File: config.mk
export PLATFORM = sky130hd
export DESIGN_NAME = execute_unit
export DESIGN_NICKNAME = d
export VERILOG_FILES = /design/src/rtl/execute_unit.sv
export SDC_FILE = /design/constraint.sdc
export NUM_CORES = 1
export LEC_CHECK = 0
export CAP_MARGIN = 0
export CELL_PAD_IN_SITES_DETAIL_PLACEMENT = 1
export CELL_PAD_IN_SITES_GLOBAL_PLACEMENT = 1
export CORE_MARGIN = 3
export CORE_UTILIZATION = 35
export CTS_BUF_LIST = sky130_fd_sc_hd__clkbuf_8
export DETAILED_ROUTE_END_ITERATION = 10
export PLACE_DENSITY_LB_ADDON = 0.2
export SLEW_MARGIN = 10
export SYNTH_ARGS = -nofsm -noshare
export SYNTH_HDL_FRONTEND = slang
export SYNTH_SLANG_ARGS = --single-unit
File: constraint.sdc
create_clock -name clk -period 2.26 [get_ports clk]
set_clock_uncertainty 0.05 [all_clocks]
set_input_delay 0.339 -clock clk [delete_from_list [all_inputs] [get_ports clk]]
set_output_delay 0.339 -clock clk [all_outputs]
set_load 0.1 [all_outputs]
File: src/rtl/execute_unit.sv
// execute_unit: 8-bit single-issue execute stage placed directly after the
// register file. It computes the ALU result, drives the register-file write
// port and keeps a registered {Z, N, C, V} flag vector.
// Optional feature macro: EXECUTE_UNIT_MUL_EN. When defined, opcode A runs an
// 8-step shift-add multiply and the stage reports busy while it runs. When
// undefined, opcode A is decoded as illegal and the stage never stalls.
module execute_unit #(
    parameter int WIDTH     = 8,
    parameter int MUL_STEPS = 8
) (
    input  logic             clk,
    input  logic             rst,
    input  logic             in_valid,
    output logic             in_ready,
    input  logic [3:0]       op,
    input  logic [WIDTH-1:0] operand_a,
    input  logic [WIDTH-1:0] operand_b,
    input  logic [2:0]       dest_addr,
    output logic             wb_enable,
    output logic [2:0]       wb_addr,
    output logic [WIDTH-1:0] wb_data,
    output logic [3:0]       flags,
    output logic             busy,
    output logic             illegal_op
);

    localparam int MSB = WIDTH - 1;

    localparam logic [3:0] OP_ADD = 4'h0;
    localparam logic [3:0] OP_SUB = 4'h1;
    localparam logic [3:0] OP_AND = 4'h2;
    localparam logic [3:0] OP_OR  = 4'h3;
    localparam logic [3:0] OP_XOR = 4'h4;
    localparam logic [3:0] OP_NOT = 4'h5;
    localparam logic [3:0] OP_SHL = 4'h6;
    localparam logic [3:0] OP_SHR = 4'h7;
    localparam logic [3:0] OP_MOV = 4'h8;
    localparam logic [3:0] OP_CMP = 4'h9;
`ifdef EXECUTE_UNIT_MUL_EN
    localparam logic [3:0] OP_MUL = 4'hA;
`endif

    // The multiplier retires exactly one operand bit per step.
    if ((MUL_STEPS != WIDTH) || (WIDTH != 8)) begin : g_bad_config
        $error("execute_unit: only WIDTH = MUL_STEPS = 8 is supported");
    end

    // Flag vector {Z, N, C, V} for a result and its carry/overflow bits.
    function automatic logic [3:0] make_flags(input logic [WIDTH-1:0] res,
                                              input logic             c,
                                              input logic             v);
        make_flags = {(res == {WIDTH{1'b0}}), res[MSB], c, v};
    endfunction

    logic [WIDTH:0]   sum_s;
    logic [WIDTH:0]   diff_s;
    logic [WIDTH-1:0] result_s;
    logic             carry_s;
    logic             ovf_s;
    logic             legal_s;
    logic             writes_s;
    logic             flag_upd_s;
    logic             accept_s;

    logic             wb_enable_r;
    logic [2:0]       wb_addr_r;
    logic [WIDTH-1:0] wb_data_r;
    logic [3:0]       flags_r;
    logic             illegal_r;

    // Extra top bit holds the carry of the add and the borrow of the subtract.
    assign sum_s  = {1'b0, operand_a} + {1'b0, operand_b};
    assign diff_s = {1'b0, operand_a} - {1'b0, operand_b};

`ifdef EXECUTE_UNIT_MUL_EN
    typedef enum logic [0:0] {
        ST_IDLE = 1'b0,
        ST_MUL  = 1'b1
    } state_t;

    localparam int                STEP_W    = $clog2(MUL_STEPS);
    localparam logic [STEP_W-1:0] LAST_STEP = STEP_W'(MUL_STEPS - 1);

    state_t               state_r;
    logic                 busy_r;
    logic                 is_mul_s;
    logic [2*WIDTH-1:0]   mcand_r;
    logic [2*WIDTH-1:0]   acc_r;
    logic [2*WIDTH-1:0]   acc_next_s;
    logic [WIDTH-1:0]     mplier_r;
    logic [STEP_W-1:0]    step_r;
    logic [2:0]           mul_dest_r;

    // One shift-add step: add the shifted multiplicand when the current multiplier bit is set.
    assign acc_next_s = mplier_r[0] ? (acc_r + mcand_r) : acc_r;
    assign in_ready   = rst && (state_r == ST_IDLE);
    assign busy       = busy_r;
`else
    assign in_ready   = rst;
    assign busy       = 1'b0;
`endif

    assign accept_s = in_valid && in_ready;

    // Decode the opcode into a result, carry/overflow and writeback intent.
    always_comb begin
        result_s   = {WIDTH{1'b0}};
        carry_s    = 1'b0;
        ovf_s      = 1'b0;
        legal_s    = 1'b1;
        writes_s   = 1'b1;
        flag_upd_s = 1'b1;
`ifdef EXECUTE_UNIT_MUL_EN
        is_mul_s   = 1'b0;
`endif
        case (op)
            OP_ADD: begin
                result_s = sum_s[MSB:0];
                carry_s  = sum_s[WIDTH];
                ovf_s    = (operand_a[MSB] == operand_b[MSB]) && (sum_s[MSB] != operand_a[MSB]);
            end
            OP_SUB, OP_CMP: begin
                result_s = diff_s[MSB:0];
                carry_s  = diff_s[WIDTH];
                ovf_s    = (operand_a[MSB] != operand_b[MSB]) && (diff_s[MSB] != operand_a[MSB]);
                writes_s = (op == OP_SUB);
            end
            OP_AND: result_s = operand_a & operand_b;
            OP_OR:  result_s = operand_a | operand_b;
            OP_XOR: result_s = operand_a ^ operand_b;
            OP_NOT: result_s = ~operand_a;
            OP_SHL: begin
                result_s = {operand_a[MSB-1:0], 1'b0};
                carry_s  = operand_a[MSB];
            end
            OP_SHR: begin
                result_s = {1'b0, operand_a[MSB:1]};
                carry_s  = operand_a[0];
            end
            OP_MOV: result_s = operand_b;
`ifdef EXECUTE_UNIT_MUL_EN
            OP_MUL: begin
                // Result and flags are produced by the sequencer at the last step.
                is_mul_s   = 1'b1;
                writes_s   = 1'b0;
                flag_upd_s = 1'b0;
            end
`endif
            default: begin
                legal_s    = 1'b0;
                writes_s   = 1'b0;
                flag_upd_s = 1'b0;
            end
        endcase
    end

    // Writeback port, flags, illegal pulse and multiply sequencing.
    always_ff @(posedge clk) begin
        if (!rst) begin
            wb_enable_r <= 1'b0;
            wb_addr_r   <= 3'd0;
            wb_data_r   <= {WIDTH{1'b0}};
            flags_r     <= 4'h0;
            illegal_r   <= 1'b0;
`ifdef EXECUTE_UNIT_MUL_EN
            state_r     <= ST_IDLE;
            busy_r      <= 1'b0;
            mcand_r     <= {(2*WIDTH){1'b0}};
            acc_r       <= {(2*WIDTH){1'b0}};
            mplier_r    <= {WIDTH{1'b0}};
            step_r      <= {STEP_W{1'b0}};
            mul_dest_r  <= 3'd0;
`endif
        end else begin
            wb_enable_r <= 1'b0;
            illegal_r   <= 1'b0;
            if (accept_s) begin
                illegal_r <= !legal_s;
                if (flag_upd_s) begin
                    flags_r <= make_flags(result_s, carry_s, ovf_s);
                end
                if (writes_s) begin
                    wb_enable_r <= 1'b1;
                    wb_addr_r   <= dest_addr;
                    wb_data_r   <= result_s;
                end
            end
`ifdef EXECUTE_UNIT_MUL_EN
            case (state_r)
                ST_IDLE: begin
                    if (accept_s && is_mul_s) begin
                        mcand_r    <= {{WIDTH{1'b0}}, operand_a};
                        mplier_r   <= operand_b;
                        acc_r      <= {(2*WIDTH){1'b0}};
                        step_r     <= {STEP_W{1'b0}};
                        mul_dest_r <= dest_addr;
                        busy_r     <= 1'b1;
                        state_r    <= ST_MUL;
                    end
                end
                ST_MUL: begin
                    acc_r    <= acc_next_s;
                    mcand_r  <= {mcand_r[2*WIDTH-2:0], 1'b0};
                    mplier_r <= {1'b0, mplier_r[MSB:1]};
                    step_r   <= step_r + STEP_W'(1'b1);
                    if (step_r == LAST_STEP) begin
                        wb_enable_r <= 1'b1;
                        wb_addr_r   <= mul_dest_r;
                        wb_data_r   <= acc_next_s[MSB:0];
                        flags_r     <= make_flags(acc_next_s[MSB:0],
                                                  |acc_next_s[2*WIDTH-1:WIDTH], 1'b0);
                        busy_r      <= 1'b0;
                        state_r     <= ST_IDLE;
                    end
                end
                default: begin
                    busy_r  <= 1'b0;
                    state_r <= ST_IDLE;
                end
            endcase
`endif
        end
    end

    assign wb_enable  = wb_enable_r;
    assign wb_addr    = wb_addr_r;
    assign wb_data    = wb_data_r;
    assign flags      = flags_r;
    assign illegal_op = illegal_r;

endmodule

==> metrics.txt <==
most frequent cells in the layout buf_4, inv_1, nand2_1, dfxtp_1, nor2_1; Synth cell types 66; Max-Cap Viols 0; area grow syn2layout 84.25%; minimum clock period 2397 ps; Switching Fraction 0.4408; I/O pin total 45; pre-CTS WS -924.5 ps; Mean Syn Cell Area 7.555 um^2; worst-case reg-to-reg path depth 4; CP Max Fanout 15; max-slew violations 0; crit share post-route 1.060; Logic pwr share 0.637; core area 0.005956 mm^2; share of cells above drive strength 1 0.5057; initial antenna violation count 0; Filler cells 698; Synth Warn # 0; DRT Wirelength 13.59 mm; crit path cell chain dlygate4sd2_1, buf_4, buf_4, nor2_1, buf_4, a32o_1, nor3_1, o211ai_1, o211a_1; outcome finished, violations left; placed cell areas 0.003373 mm^2; setup slack of the most critical reg-to-reg path 1350 ps; first-pass GRT wire length 16.35 mm; Internal Power 860.5 uW; setup TNS -342.4 ps; All-Layer GR Usage 0.2859; Ant. Diodes 0; CP Capture Type flip-flop; ANT nets after route 0; slowest CP cell nor3_1; DP Wirelength 7.118 mm; Crit path required time 2360 ps; die height 84.71 um; root buffer cell clkbuf_8; Worst Path Arrival 2500 ps; Startpoint Class primary input; initial core utilization 0.3641; Fin Hold WS 454.3 ps; Site Rows 28; Critical Path Most Common Cell buf_4; Psw 678.3 uW; commonest non-fill, non-tap cell in the layout buf_4; largest net degree at the start of global routing 18; RSZ-0062 raised after global routing yes; H-tree lvl count 1; First-pass DRT Iterations 5; LEAKAGE 0.001848 uW; synthesized area 0.002168 mm^2; main flop type after synthesis dfxtp_1; R2R Path End flags[1]; Nets 490; clock-pin transition on the worst setup and hold timing paths 70 ps; design area 0.003995 mm^2; final hold violation count 0; Worst-Skew Late Latency 260 ps; DRC viols 0; syn_nets 339; Area contributors post-synth dfxtp_1, ha_1, o21ai_0; Max Freq 417.3 MHz; power density over the cells 385.2 mW/mm^2; Clock Path Buffers 2; routed len/inst 26.55 um; CTS Buf Count 3; overall power 1539 uW; sequential element share of the synthesized area 0.1570; Post-synth EDFFs 0; failing checks negative setup slack; CP endpoint wb_data[6]; HP Class reg2reg; CTS sink cnt 17; Critical R2R Launch flags[1]; DR vias/cell 6.254; headroom to the max-slew limit 0.6228; GRT Residual Overflow 0; post-synthesis cell count 287; CTS tree done; Critical Path Source op[2]; total number of vias 3202; WS Path Type in2reg; Setup WS post-layout -136.6 ps; Slew @ Worst Pin 563.8 ps; largest area contributor in the netlist dfxtp_1; routability congestion estimate from global placement 0.9255; asr flop ratio synth 0; VDD IR max 0.3625 mV; Worst path max stage delay 450 ps; sequential share of power 0.209; PortBufs 43; vias in the first global route 3182; Clock power frac 0.153; Final setup viols 5; share of the synthesized area in the top cell type 0.1570; DIE AREA 0.007176 mm^2; number of synthesized register bits 17; worst hold stages 2; First DRT Iteration DRCs 253; Die Width 84.71 um
worst max-delay path: cells and delay by family:
family / cells / cell delay [ps]
compound gates: 3 / 570
buf+inv: 4 / 1000
simple gates: 2 / 600
power groups by stage:
stage | Combinational (uW) | Clock [uW] | Sequential (uW)
5_1_grt | 1010 | 246 | 323
3_5_place_dp | 734 | 0 | 328
4_1_cts | 788 | 230 | 321
3_3_place_gp | 715 | 0 | 326
2_1_floorplan | 292 | 0 | 425
6_report | 980 | 236 | 322
sequential cells by signal, indices dropped and copies added, names as in the netlist:
name        flops
wb_enable       1
flags           4
wb_addr         3
wb_data         8
illegal_op      1
worst min-delay path by stage:
stage / from / endpoint / slack (ps)
after floorplan: in_valid / illegal_op / 410
after global routing: flags[2] / flags[2] / 490
after detailed placement: flags[0] / flags[0] / 430
final: flags[3] / flags[3] / 450
after CTS: flags[0] / flags[0] / 440
after global placement: flags[0] / flags[0] / 410
metrics by stage:
step | util | instances
floorplan | - | 287
global placement | 0.5664 | 492
detailed placement | 0.5664 | 492
CTS | 0.6107 | 501
global route | 0.6708 | 512
finish | 0.6708 | 512
cells by family (layout without fill, tap and decap cells):
kind of cell,after synthesis,after routing,synth area share
fa+ha+maj,26,26,0.1570
buf+inv,50,200,0.1016
flops,17,17,0.1570
mux,8,8,0.04501
other cells,1,1,0.001729
xor+xnor,7,7,0.02828
simple gates,83,83,0.2077
compound gates,95,95,0.3018
final cells by class:
class,count,area (um^2),share of cell area
multi-input cells,220,2021,0.5058
repair buffers,167,1383,0.3461
flip-flops and latches,17,340.3,0.08519
inverters,29,111.4,0.02787
well taps,75,93.84,0.02349
clock buffers,3,41.29,0.01034
clock inverters,1,5.005,0.001253
what timing repair did:
item	in CTS	in global routing
pin swaps	21	26
hold buffers	0	0
gates resized for setup	77	65
setup endpoints to repair	14	14
gates cloned	0	1
buffers inserted	6	10
metal layers:
layer  wire length, um  vias up  GRT usage
met1              4902     1515     0.3312
met2              6422      239     0.5167
met4              1202        0     0.1309
met3              1065      110    0.03827
li1                  -     1338          -
met5                 0        -          0
cells in the mapped netlist, drive strengths merged, types with 2 or more instances:
library cell and instances:
or3b 3, ha 24, a21oi 18, fa 2
or3 3, and3 3, nand2b 3, clkbuf 7
o21a 2, nor3b 2, buf 14, xor2 2
a211oi 5, o21bai 3, o211a 6, a2111oi 2
a22oi 2, dfxtp 17, nor3 7, nor2 16
a32oi 2, o21ai 25, nand4 2, o21ba 2
mux2i 6, a32o 2, a31oi 4, nand3 7
xnor2 5, inv 29, nor2b 8, a21o 2
nand2 17, o211ai 5, nor4 3, o221ai 2
o22ai 2
No activity file was read; power rests on OpenSTA's default activity.
